$ cat src/rtl/segment_limit_unit.sv
// -----------------------------------------------------------------------------
// segment_limit_unit
//
// Two-stage pipelined segment limit checker for address generation. Each
// transaction carries NUM_CH independent accesses. Every access has a start
// address, a segment and a size code, and is checked against a programmable
// per-segment limit. The unit raises a per-channel exception and keeps a
// sticky record of the first fault that reaches the consumer.
//
// Ports
//   clk        : clock
//   reset      : synchronous, active-low reset
//   in_valid   : transaction offered
//   in_ready   : transaction accepted when in_valid & in_ready
//   addr       : NUM_CH start addresses, channel 0 in the LSBs
//   addr_vld   : per-channel "real access" flag
//   seg        : per-channel segment (0 ES, 1 CS, 2 SS, 3 DS, 4 FS, 5 GS,
//                6/7 reserved with a fixed limit of 0)
//   size       : per-channel size code (2=16b, 3=32b, 5=64b, other=8b/none)
//   lim_we     : limit register write strobe
//   lim_sel    : segment whose limit is written (6/7 ignored)
//   lim_wdata  : new limit value
//   out_valid  : result valid
//   out_ready  : consumer accepts the result
//   exc        : per-channel limit exception
//   any_exc    : OR of exc
//   flt_valid  : sticky, a fault has been recorded
//   flt_addr   : start address of the first recorded fault
//   flt_seg    : segment of the first recorded fault
//   flt_clr    : clear the sticky fault record
// -----------------------------------------------------------------------------
module segment_limit_unit #(
    parameter int              NUM_CH      = 2,
    parameter int              AW          = 32,
    parameter logic [7:0]      EXEMPT_MASK = 8'b0000_0100,
    parameter logic [AW-1:0]   RST_ES      = 32'h03ff_0000,
    parameter logic [AW-1:0]   RST_CS      = 32'h4fff_0000,
    parameter logic [AW-1:0]   RST_SS      = 32'hf000_0000,
    parameter logic [AW-1:0]   RST_DS      = 32'h11ff_0000,
    parameter logic [AW-1:0]   RST_FS      = 32'h03ff_0000,
    parameter logic [AW-1:0]   RST_GS      = 32'h07ff_0000
) (
    input  logic                 clk,
    input  logic                 reset,
    input  logic                 in_valid,
    output logic                 in_ready,
    input  logic [NUM_CH*AW-1:0] addr,
    input  logic [NUM_CH-1:0]    addr_vld,
    input  logic [NUM_CH*3-1:0]  seg,
    input  logic [NUM_CH*3-1:0]  size,
    input  logic                 lim_we,
    input  logic [2:0]           lim_sel,
    input  logic [AW-1:0]        lim_wdata,
    output logic                 out_valid,
    input  logic                 out_ready,
    output logic [NUM_CH-1:0]    exc,
    output logic                 any_exc,
    output logic                 flt_valid,
    output logic [AW-1:0]        flt_addr,
    output logic [2:0]           flt_seg,
    input  logic                 flt_clr
);

    localparam int NSEG = 6;

    // Byte offset of the last byte touched by an access of the given size.
    function automatic logic [AW-1:0] size_offset(input logic [2:0] code);
        logic [AW-1:0] off;
        case (code)
            3'd2:    off = AW'(1);
            3'd3:    off = AW'(3);
            3'd5:    off = AW'(7);
            default: off = '0;
        endcase
        return off;
    endfunction

    // End address; a carry out of the top bit saturates to all-ones so a
    // wrapping access can never slip under a limit.
    function automatic logic [AW-1:0] sat_end(input logic [AW-1:0] base,
                                              input logic [AW-1:0] off);
        logic [AW:0] sum;
        sum = {1'b0, base} + {1'b0, off};
        return sum[AW] ? '1 : sum[AW-1:0];
    endfunction

    // Limit registers for the six architectural segments. The two reserved
    // segments read as a constant 0 through the lookup table.
    logic [AW-1:0] lim_q   [NSEG];
    logic [AW-1:0] lim_tbl [8];

    always_comb begin
        for (int s = 0; s < 8; s++) begin
            lim_tbl[s] = '0;
        end
        for (int s = 0; s < NSEG; s++) begin
            lim_tbl[s] = lim_q[s];
        end
    end

    always_ff @(posedge clk) begin
        if (!reset) begin
            lim_q[0] <= RST_ES;
            lim_q[1] <= RST_CS;
            lim_q[2] <= RST_SS;
            lim_q[3] <= RST_DS;
            lim_q[4] <= RST_FS;
            lim_q[5] <= RST_GS;
        end else begin
            for (int s = 0; s < NSEG; s++) begin
                if (lim_we && (lim_sel == 3'(s))) begin
                    lim_q[s] <= lim_wdata;
                end
            end
        end
    end

    // Handshake: stage 2 moves when its slot is empty or being drained;
    // stage 1 moves when empty or when stage 2 moves.
    logic vld_p1;
    logic adv_p1;
    logic adv_p2;

    assign adv_p2   = !out_valid || out_ready;
    assign adv_p1   = !vld_p1 || adv_p2;
    assign in_ready = adv_p1;

    // ---------------- stage 1: end address, limit snapshot ----------------
    logic [AW-1:0]     end_p1  [NUM_CH];
    logic [AW-1:0]     lim_p1  [NUM_CH];
    logic [AW-1:0]     addr_p1 [NUM_CH];
    logic [2:0]        seg_p1  [NUM_CH];
    logic [NUM_CH-1:0] av_p1;

    always_ff @(posedge clk) begin
        if (!reset) begin
            vld_p1 <= 1'b0;
        end else if (adv_p1) begin
            vld_p1 <= in_valid;
        end
    end

    // The limit is captured from the register before any same-edge write,
    // so a write and an access in the same cycle see the old value.
    always_ff @(posedge clk) begin
        if (adv_p1 && in_valid) begin
            for (int i = 0; i < NUM_CH; i++) begin
                end_p1[i]  <= sat_end(addr[i*AW +: AW], size_offset(size[i*3 +: 3]));
                lim_p1[i]  <= lim_tbl[seg[i*3 +: 3]];
                addr_p1[i] <= addr[i*AW +: AW];
                seg_p1[i]  <= seg[i*3 +: 3];
            end
            av_p1 <= addr_vld;
        end
    end

    // ---------------- stage 2: compare, result register ----------------
    logic [NUM_CH-1:0] exc_c;
    logic [AW-1:0]     fa_addr_c;
    logic [2:0]        fa_seg_c;
    logic [AW-1:0]     fa_addr_p2;
    logic [2:0]        fa_seg_p2;

    // end == limit faults: the limit is the first illegal byte address.
    always_comb begin
        exc_c = '0;
        for (int i = 0; i < NUM_CH; i++) begin
            exc_c[i] = av_p1[i] && !EXEMPT_MASK[seg_p1[i]] && !(end_p1[i] < lim_p1[i]);
        end
    end

    // Lowest-index faulting channel wins: scan downward so the last hit is
    // the lowest channel.
    always_comb begin
        fa_addr_c = '0;
        fa_seg_c  = '0;
        for (int i = NUM_CH - 1; i >= 0; i--) begin
            if (exc_c[i]) begin
                fa_addr_c = addr_p1[i];
                fa_seg_c  = seg_p1[i];
            end
        end
    end

    always_ff @(posedge clk) begin
        if (!reset) begin
            out_valid <= 1'b0;
            exc       <= '0;
            any_exc   <= 1'b0;
        end else if (adv_p2) begin
            out_valid <= vld_p1;
            exc       <= vld_p1 ? exc_c : '0;
            any_exc   <= vld_p1 && (|exc_c);
        end
    end

    always_ff @(posedge clk) begin
        if (adv_p2) begin
            fa_addr_p2 <= fa_addr_c;
            fa_seg_p2  <= fa_seg_c;
        end
    end

    // ---------------- fault record: capture on delivery ----------------
    logic deliver_fault;

    assign deliver_fault = out_valid && out_ready && any_exc;

    // A clear coinciding with a faulting delivery leaves the new fault
    // recorded: clear first, then capture.
    always_ff @(posedge clk) begin
        if (!reset) begin
            flt_valid <= 1'b0;
            flt_addr  <= '0;
            flt_seg   <= '0;
        end else begin
            if (flt_clr) begin
                flt_valid <= 1'b0;
            end
            if (deliver_fault && (!flt_valid || flt_clr)) begin
                flt_valid <= 1'b1;
                flt_addr  <= fa_addr_p2;
                flt_seg   <= fa_seg_p2;
            end
        end
    end

endmodule

$ cat config.mk
export PLATFORM = sky130hd
export DESIGN_NAME = segment_limit_unit
export DESIGN_NICKNAME = d
export VERILOG_FILES = /design/src/rtl/segment_limit_unit.sv
export SDC_FILE = /design/constraint.sdc
export NUM_CORES = 1
export LEC_CHECK = 0
export CORE_UTILIZATION = 24
export DETAILED_ROUTE_END_ITERATION = 10
export SLEW_MARGIN = 20
export SYNTH_ARGS = -nofsm -noshare
export SYNTH_HDL_FRONTEND = slang
export SYNTH_SLANG_ARGS = --single-unit
$ cat constraint.sdc
create_clock -name clk -period 14.3 [get_ports clk]
set_input_delay 4.29 -clock clk [delete_from_list [all_inputs] [get_ports clk]]
set_output_delay 4.29 -clock clk [all_outputs]
set_load 0.02 [all_outputs]
==> flow_summary.toml, run 1 <==
[clocking]
post-cts-setup-buffer-count = 0
cts-resized-gates = 0
clockBufferDepth = 3
root_buffer = "clkbuf_16"
clk_pin_slew_ns = 0.06
numCtsBuffers = 46
clock-sinks = 468
clock_latency_ns = 0.60
ctsHoldBuffers = 0
htreeDepth = 2
cts_tree = "built"

[sta]
final-hold-violation-count = 0
holdWs_ns = 0.466
period_share = 0.704
tns_ns = 0
relSlewSlack = 0.288
setup_ws_ns = 4.23
finClkSkew_ns = 0.0311
fin_crit_ns = 10.07
worstMarginPinSlew_ns = 1.06
slew_viol_final = 0
max_freq_ghz = 0.0993
rsz0062_at_grt = "false"
setup_violations = 0

[setup_path]
start_kind = "primary input"
crit_slowest_cell = "clkdlybuf4s50_1"
reg2reg_from = "end_p1[0][47]$_SDFFCE_PP1P_"
critPathMaxFanout = 7
path_delay_family = "buffers and inverters"
crit_chain = "clkdlybuf4s50_1 -> nor2b_1 -> nand2_1 -> clkdlybuf4s50_1"
r2r_end = "fa_seg_p2[1]$_DFFE_PP_"
cpMostUsedCell = "clkdlybuf4s50_1"
crit_path_end = "in_ready"
critPathCaptureType = "output port"
slowest_delay_ns = 0.56
cp_num_buf_inv = 2
rr_worst_depth = 8
critPathLaunch = "out_ready"
reg2reg_setup_slack_ns = 10.48
worst-endpoint-required_ns = 10.01
path_depth = 4
worstSetupPathType = "in2out"
crit_arrival_ns = 5.78

[power_and_ir_drop]
leakagePower_nw = 9.57
ir_worst_vdd_mv = 0.0943
p_total_mw = 3.09
p_per_area_nw_per_um2 = 117

[drt]
avgViaCountPerCell = 4.52
wl_met1_um = 24600
highest_layer = "met5"
antenna_left = 0
wl_per_cell_um = 19.3
met3WireLength_um = 3620
wl_met2_um = 28400
routed_wl_um = 58500
firstDrtPassIters = 5
drtIter0Drc = 846
drc = 0
dr_total_vias = 13671

[floorplanning]
die_w_um = 306
die_y_um = 306
row_count = 111
pin_count = 160
start_util = 0.242
dieArea_um2 = 93500
coreArea_um2 = 91500

[synth]
ys_seq_area_frac = 0.616
synth_seq_cells = 468
async_flop_share = 0
synth_flop_cell = "edfxtp_1"
synth_compound_area_frac = 0.0698
ys_types = 57
synth_fa_ha_area_frac = 0.0402
synth-xor-area-share = 0.0182
syn_area_per_cell_um2 = 13.3
synthSimpleGateAreaFrac = 0.119
synth.cell_area_um2 = 22200
syn-instance-count = 1660
yosysWarnings = 0
synthMuxAreaShare = 0.0949
synth_top_family_by_area = "simple AND/OR/NAND/NOR gates"
syn_nets = 1849
synth_edf_count = 427

[global_route]
grt_pass1_vias = 14230
grt_use_total = 0.124
grt_pass1_wl_um = 88000
gr-total-overflow = 0
antenna_found_initial = 23
grt_max_degree = 171

[place]
portBuffers = 159
dp_cells = 2939
hpwl_um = 40000
pre_cts_ws_ns = 4.23
postPlaceCellArea_um2 = 25100
globalplace.congestion = 0.824

[cells_and_area]
postLayoutCellArea_um2 = 26500
fin_nets = 1990
stdcell_count = 3025
nFillCells = 9118
drive_gt1_frac = 0.0971
fin_util = 0.289
area_delta_synth_final_pct = 19.5

[min_path]
min_path_type = "reg2reg"

[job]
cap_violations = 0

[outcome]
status = "finished clean"
==> worst min-delay path by stage <==
stage / endpoint / cells after the start / slack (ns) / from
after floorplan: exc[0]$_SDFFE_PN0P_ / 2 / 0.49 / vld_p1$_SDFFE_PN0N_
after global placement: exc[1]$_SDFFE_PN0P_ / 2 / 0.45 / exc[1]$_SDFFE_PN0P_
after detailed placement: flt_seg[1]$_SDFFE_PN0P_ / 2 / 0.46 / flt_seg[1]$_SDFFE_PN0P_
after CTS: flt_seg[1]$_SDFFE_PN0P_ / 2 / 0.47 / flt_seg[1]$_SDFFE_PN0P_
after global routing: flt_seg[0]$_SDFFE_PN0P_ / 2 / 0.49 / flt_seg[0]$_SDFFE_PN0P_
final: flt_addr[18]$_SDFFE_PN0P_ / 2 / 0.47 / flt_addr[18]$_SDFFE_PN0P_
==> per-layer routing <==
layer	global-route usage	vias up
met1	0.152	6804
met4	0.0453	30
met2	0.209	337
met5	0	-
li1	-	6384
met3	0.0306	116
==> registers in the layout (all words and copies together), names as in the netlist, 3 cells and up <==
name,flops
addr_p1,64
end_p1,64
fa_addr_p2,32
fa_seg_p2,3
flt_addr,32
flt_seg,3
lim_p1,64
lim_q,192
seg_p1,6
==> worst reg2reg max path, delay by kind of cell, from the launching register on <==
kind / cells / cell delay (ns)
DFF: 1 / 0.40
and+or+nand+nor: 4 / 1.65
adders and majority gates: 1 / 0.33
AOI/OAI and AO/OA: 3 / 1.24
==> cell usage in the layout, fill, tap and decap left out, types with 37 or more instances in the layout <==
cell / netlist / layout
dfxtp_1: 41 / 41
clkdlybuf4s50_1: 0 / 155
o22ai_1: 65 / 65
mux2i_1: 66 / 66
ha_1: 68 / 68
edfxtp_1: 427 / 427
nand2_1: 161 / 160
or3_1: 45 / 45
inv_1: 141 / 141
a21boi_0: 37 / 37
clkbuf_16: 0 / 46
and2_1: 141 / 140
mux4_2: 64 / 64
==> cell families after synthesis <==
group	Yosys count
simple gates	495
mux	130
fa+ha+maj	70
buf+inv	229
flops	468
compound gates	222
xor+xnor	46
==> where the power goes <==
part	leakage [nW]	switching, mW	internal, mW	total (mW)
sequential	4.58	0.0347	1.60	1.63
combinational	4.32	0.181	0.141	0.322
clock	0.670	0.526	0.611	1.14
==> Yosys cell counts, drive strengths merged, types with 3 or more instances <==
| library cell | count | share of area |
|---|---|---|
| and4 | 10 | 0.0040 |
| a221oi | 3 | 0.0015 |
| a21oi | 35 | 0.0079 |
| o21ai | 19 | 0.0043 |
| xor2 | 32 | 0.013 |
| o22ai | 65 | 0.018 |
| edfxtp | 427 | 0.58 |
| a21o | 4 | 0.0014 |
| dfxtp | 41 | 0.037 |
| ha | 68 | 0.038 |
| nand2 | 161 | 0.027 |
| inv | 142 | 0.024 |
| a31oi | 4 | 0.0011 |
| nand4 | 16 | 0.0045 |
| nand2b | 26 | 0.0077 |
| o31ai | 4 | 0.0014 |
| a21boi | 39 | 0.013 |
| nor3 | 10 | 0.0027 |
| nor2b | 7 | 0.0023 |
| clkbuf | 60 | 0.010 |
| mux2i | 66 | 0.030 |
| and2 | 141 | 0.040 |
| nor2 | 23 | 0.0039 |
| or3 | 45 | 0.013 |
| a22o | 35 | 0.014 |
| buf | 27 | 0.0078 |
| mux4 | 64 | 0.065 |
| xnor2 | 14 | 0.0055 |
| nand3 | 31 | 0.0070 |
| and3 | 18 | 0.0051 |
==> area by class of cell <==
cell class | count | area [µm²] | share of cell area
flip-flops and latches | 468 | 13600 | 0.515
multi-input cells | 963 | 7680 | 0.290
repair buffers | 180 | 1750 | 0.0660
well taps | 1186 | 1480 | 0.0561
clock buffers | 53 | 1180 | 0.0445
inverters | 142 | 533 | 0.0201
clock inverters | 27 | 198 | 0.00747
diodes | 6 | 15.0 | 0.000567
Note: power is estimated with default switching activity, not from simulation.
==> inputs of run 2 (changes only) <==
- clock period: 14.3 -> 8.75 ns (I/O delays scaled with it)
==> run 2 against run 1 <==
Net effect: critical path depth stayed put; sequential share of layout area is 0.31 points lower; register-to-register slack worse by 5.4 ns; sequential cell count stayed put; worst setup slack worse by 2.2 ns; count of clock-buffer cells in the layout is 7 higher; hold slack worse by 0.0074 ns; clock power is 77% higher; core utilization is 0.17 points higher; largest cell class unchanged.
==> flow_summary.toml, run 2 (synthesis results as in run 1) <==
[sta]
fin_crit_ns = 6.72
relSlewSlack = 0.276
worstMarginPinSlew_ns = 1.08
rsz0062_at_grt = "false"
slew_viol_final = 0
setup_violations = 0
finClkSkew_ns = 0.0287
final-hold-violation-count = 0
period_share = 0.768
max_freq_ghz = 0.149
tns_ns = 0

[clocking]
post-cts-setup-buffer-count = 0
clock_latency_ns = 0.61
ctsHoldBuffers = 0
root_buffer = "clkbuf_16"
cts-resized-gates = 0
clock-sinks = 468
numCtsBuffers = 47
clockBufferDepth = 3
cts_tree = "built"
htreeDepth = 2
clk_pin_slew_ns = 0.06

[setup_path]
crit_arrival_ns = 4.09
critPathLaunch = "out_ready"
worstSetupPathType = "in2out"
critPathCaptureType = "output port"
critPathMaxFanout = 7
worst-endpoint-required_ns = 6.12
r2r_end = "fa_addr_p2[0]$_DFFE_PP_"
start_kind = "primary input"
reg2reg_from = "end_p1[0][47]$_SDFFCE_PP1P_"
reg2reg_setup_slack_ns = 5.05
rr_worst_depth = 8

[floorplanning]
dieArea_um2 = 93500
die_y_um = 306
start_util = 0.242
row_count = 111
coreArea_um2 = 91500
pin_count = 160
die_w_um = 306

[drt]
wl_met2_um = 28600
highest_layer = "met5"
wl_met1_um = 25000
firstDrtPassIters = 5
routed_wl_um = 59100
dr_total_vias = 13645
avgViaCountPerCell = 4.50
drtIter0Drc = 842
met3WireLength_um = 3690
drc = 0
wl_per_cell_um = 19.5
antenna_left = 0

[power_and_ir_drop]
p_per_area_nw_per_um2 = 196
leakagePower_nw = 9.64
ir_worst_vdd_mv = 0.141

[cells_and_area]
postLayoutCellArea_um2 = 26600
area_delta_synth_final_pct = 20.2
drive_gt1_frac = 0.101
fin_nets = 1992
seqCellArea_um2 = 13600
largest_register_ffs = 192
regMostFlops = "lim_q"
multi_input_area_um2 = 7680
final_cell_mix = "427 x edfxtp_1, 160 x nand2_1, 155 x clkdlybuf4s50_1"
final_common_cell = "edfxtp_1"
nFillCells = 9089

[place]
postPlaceCellArea_um2 = 25100
portBuffers = 159
hpwl_um = 40400
globalplace.congestion = 0.827

[min_path]
min_from = "exc[0]$_SDFFE_PN0P_"
whs_path_depth = 2
hold_end = "exc[0]$_SDFFE_PN0P_"
min_path_type = "reg2reg"

[global_route]
antenna_found_initial = 23
grt_max_degree = 175
grt_pass1_vias = 13988
grt_use_total = 0.125
gr-total-overflow = 0
grt_pass1_wl_um = 88900

[job]
cap_violations = 0

[outcome]
status = "finished clean"
==> run 2: cell types whose count changed in the layout (fill, tap and decap cells not counted), sizes merged <==
cell    change
inv         -1
clkbuf      +7
bufinv      +2
clkinv      -3
buf         +1
diode       +1
==> run 2: final cells by class <==
type / instances / share of cell area
flip-flops and latches: 468 / 0.512
multi-input cells: 963 / 0.288
repair buffers: 181 / 0.0659
well taps: 1186 / 0.0557
clock buffers: 60 / 0.0483
inverters: 142 / 0.0200
clock inverters: 25 / 0.00874
diodes: 7 / 0.000658
==> run 2: through the flow <==
step / setup slack (ns) / hold slack, ns / utilization / total power [mW] / cells
floorplan: 0.554 / 0.494 / - / 3.03 / 1660
global placement: 2.08 / 0.445 / 0.274 / 3.23 / 2940
detailed placement: 2.02 / 0.457 / 0.274 / 3.25 / 2940
CTS: 2.02 / 0.463 / 0.291 / 5.27 / 3025
global route: 1.92 / 0.491 / 0.291 / 5.40 / 3030
finish: 2.03 / 0.459 / 0.291 / 5.21 / 3032
==> run 2: where the power goes <==
| group | switching (mW) | internal [mW] |
|---|---|---|
| combinational | 0.296 | 0.231 |
| clock | 0.885 | 1.13 |
| sequential | 0.0578 | 2.61 |
| total | 1.24 | 3.97 |
==> run 2: worst max-delay path, stage by stage <==
cell             delay (ns)
clkdlybuf4s50_1        0.42
nor2b_1                0.35
nand2_1                0.14
clkdlybuf4s50_1        0.56
==> run 2: layer usage <==
metal,vias to the layer above,track usage
met4,28,0.0446
met5,-,0
met1,6781,0.156
met3,119,0.0290
li1,6390,-
met2,327,0.211
==> run 2: how the worst max path moves through the flow <==
stage	end	slack [ns]	cells past startpoint
2_1_floorplan	addr_p1[0][0]$_DFFE_PP_	0.55	4
3_3_place_gp	in_ready	2.08	4
3_5_place_dp	in_ready	2.02	4
4_1_cts	in_ready	2.02	4
5_1_grt	in_ready	1.92	4
6_report	in_ready	2.03	4
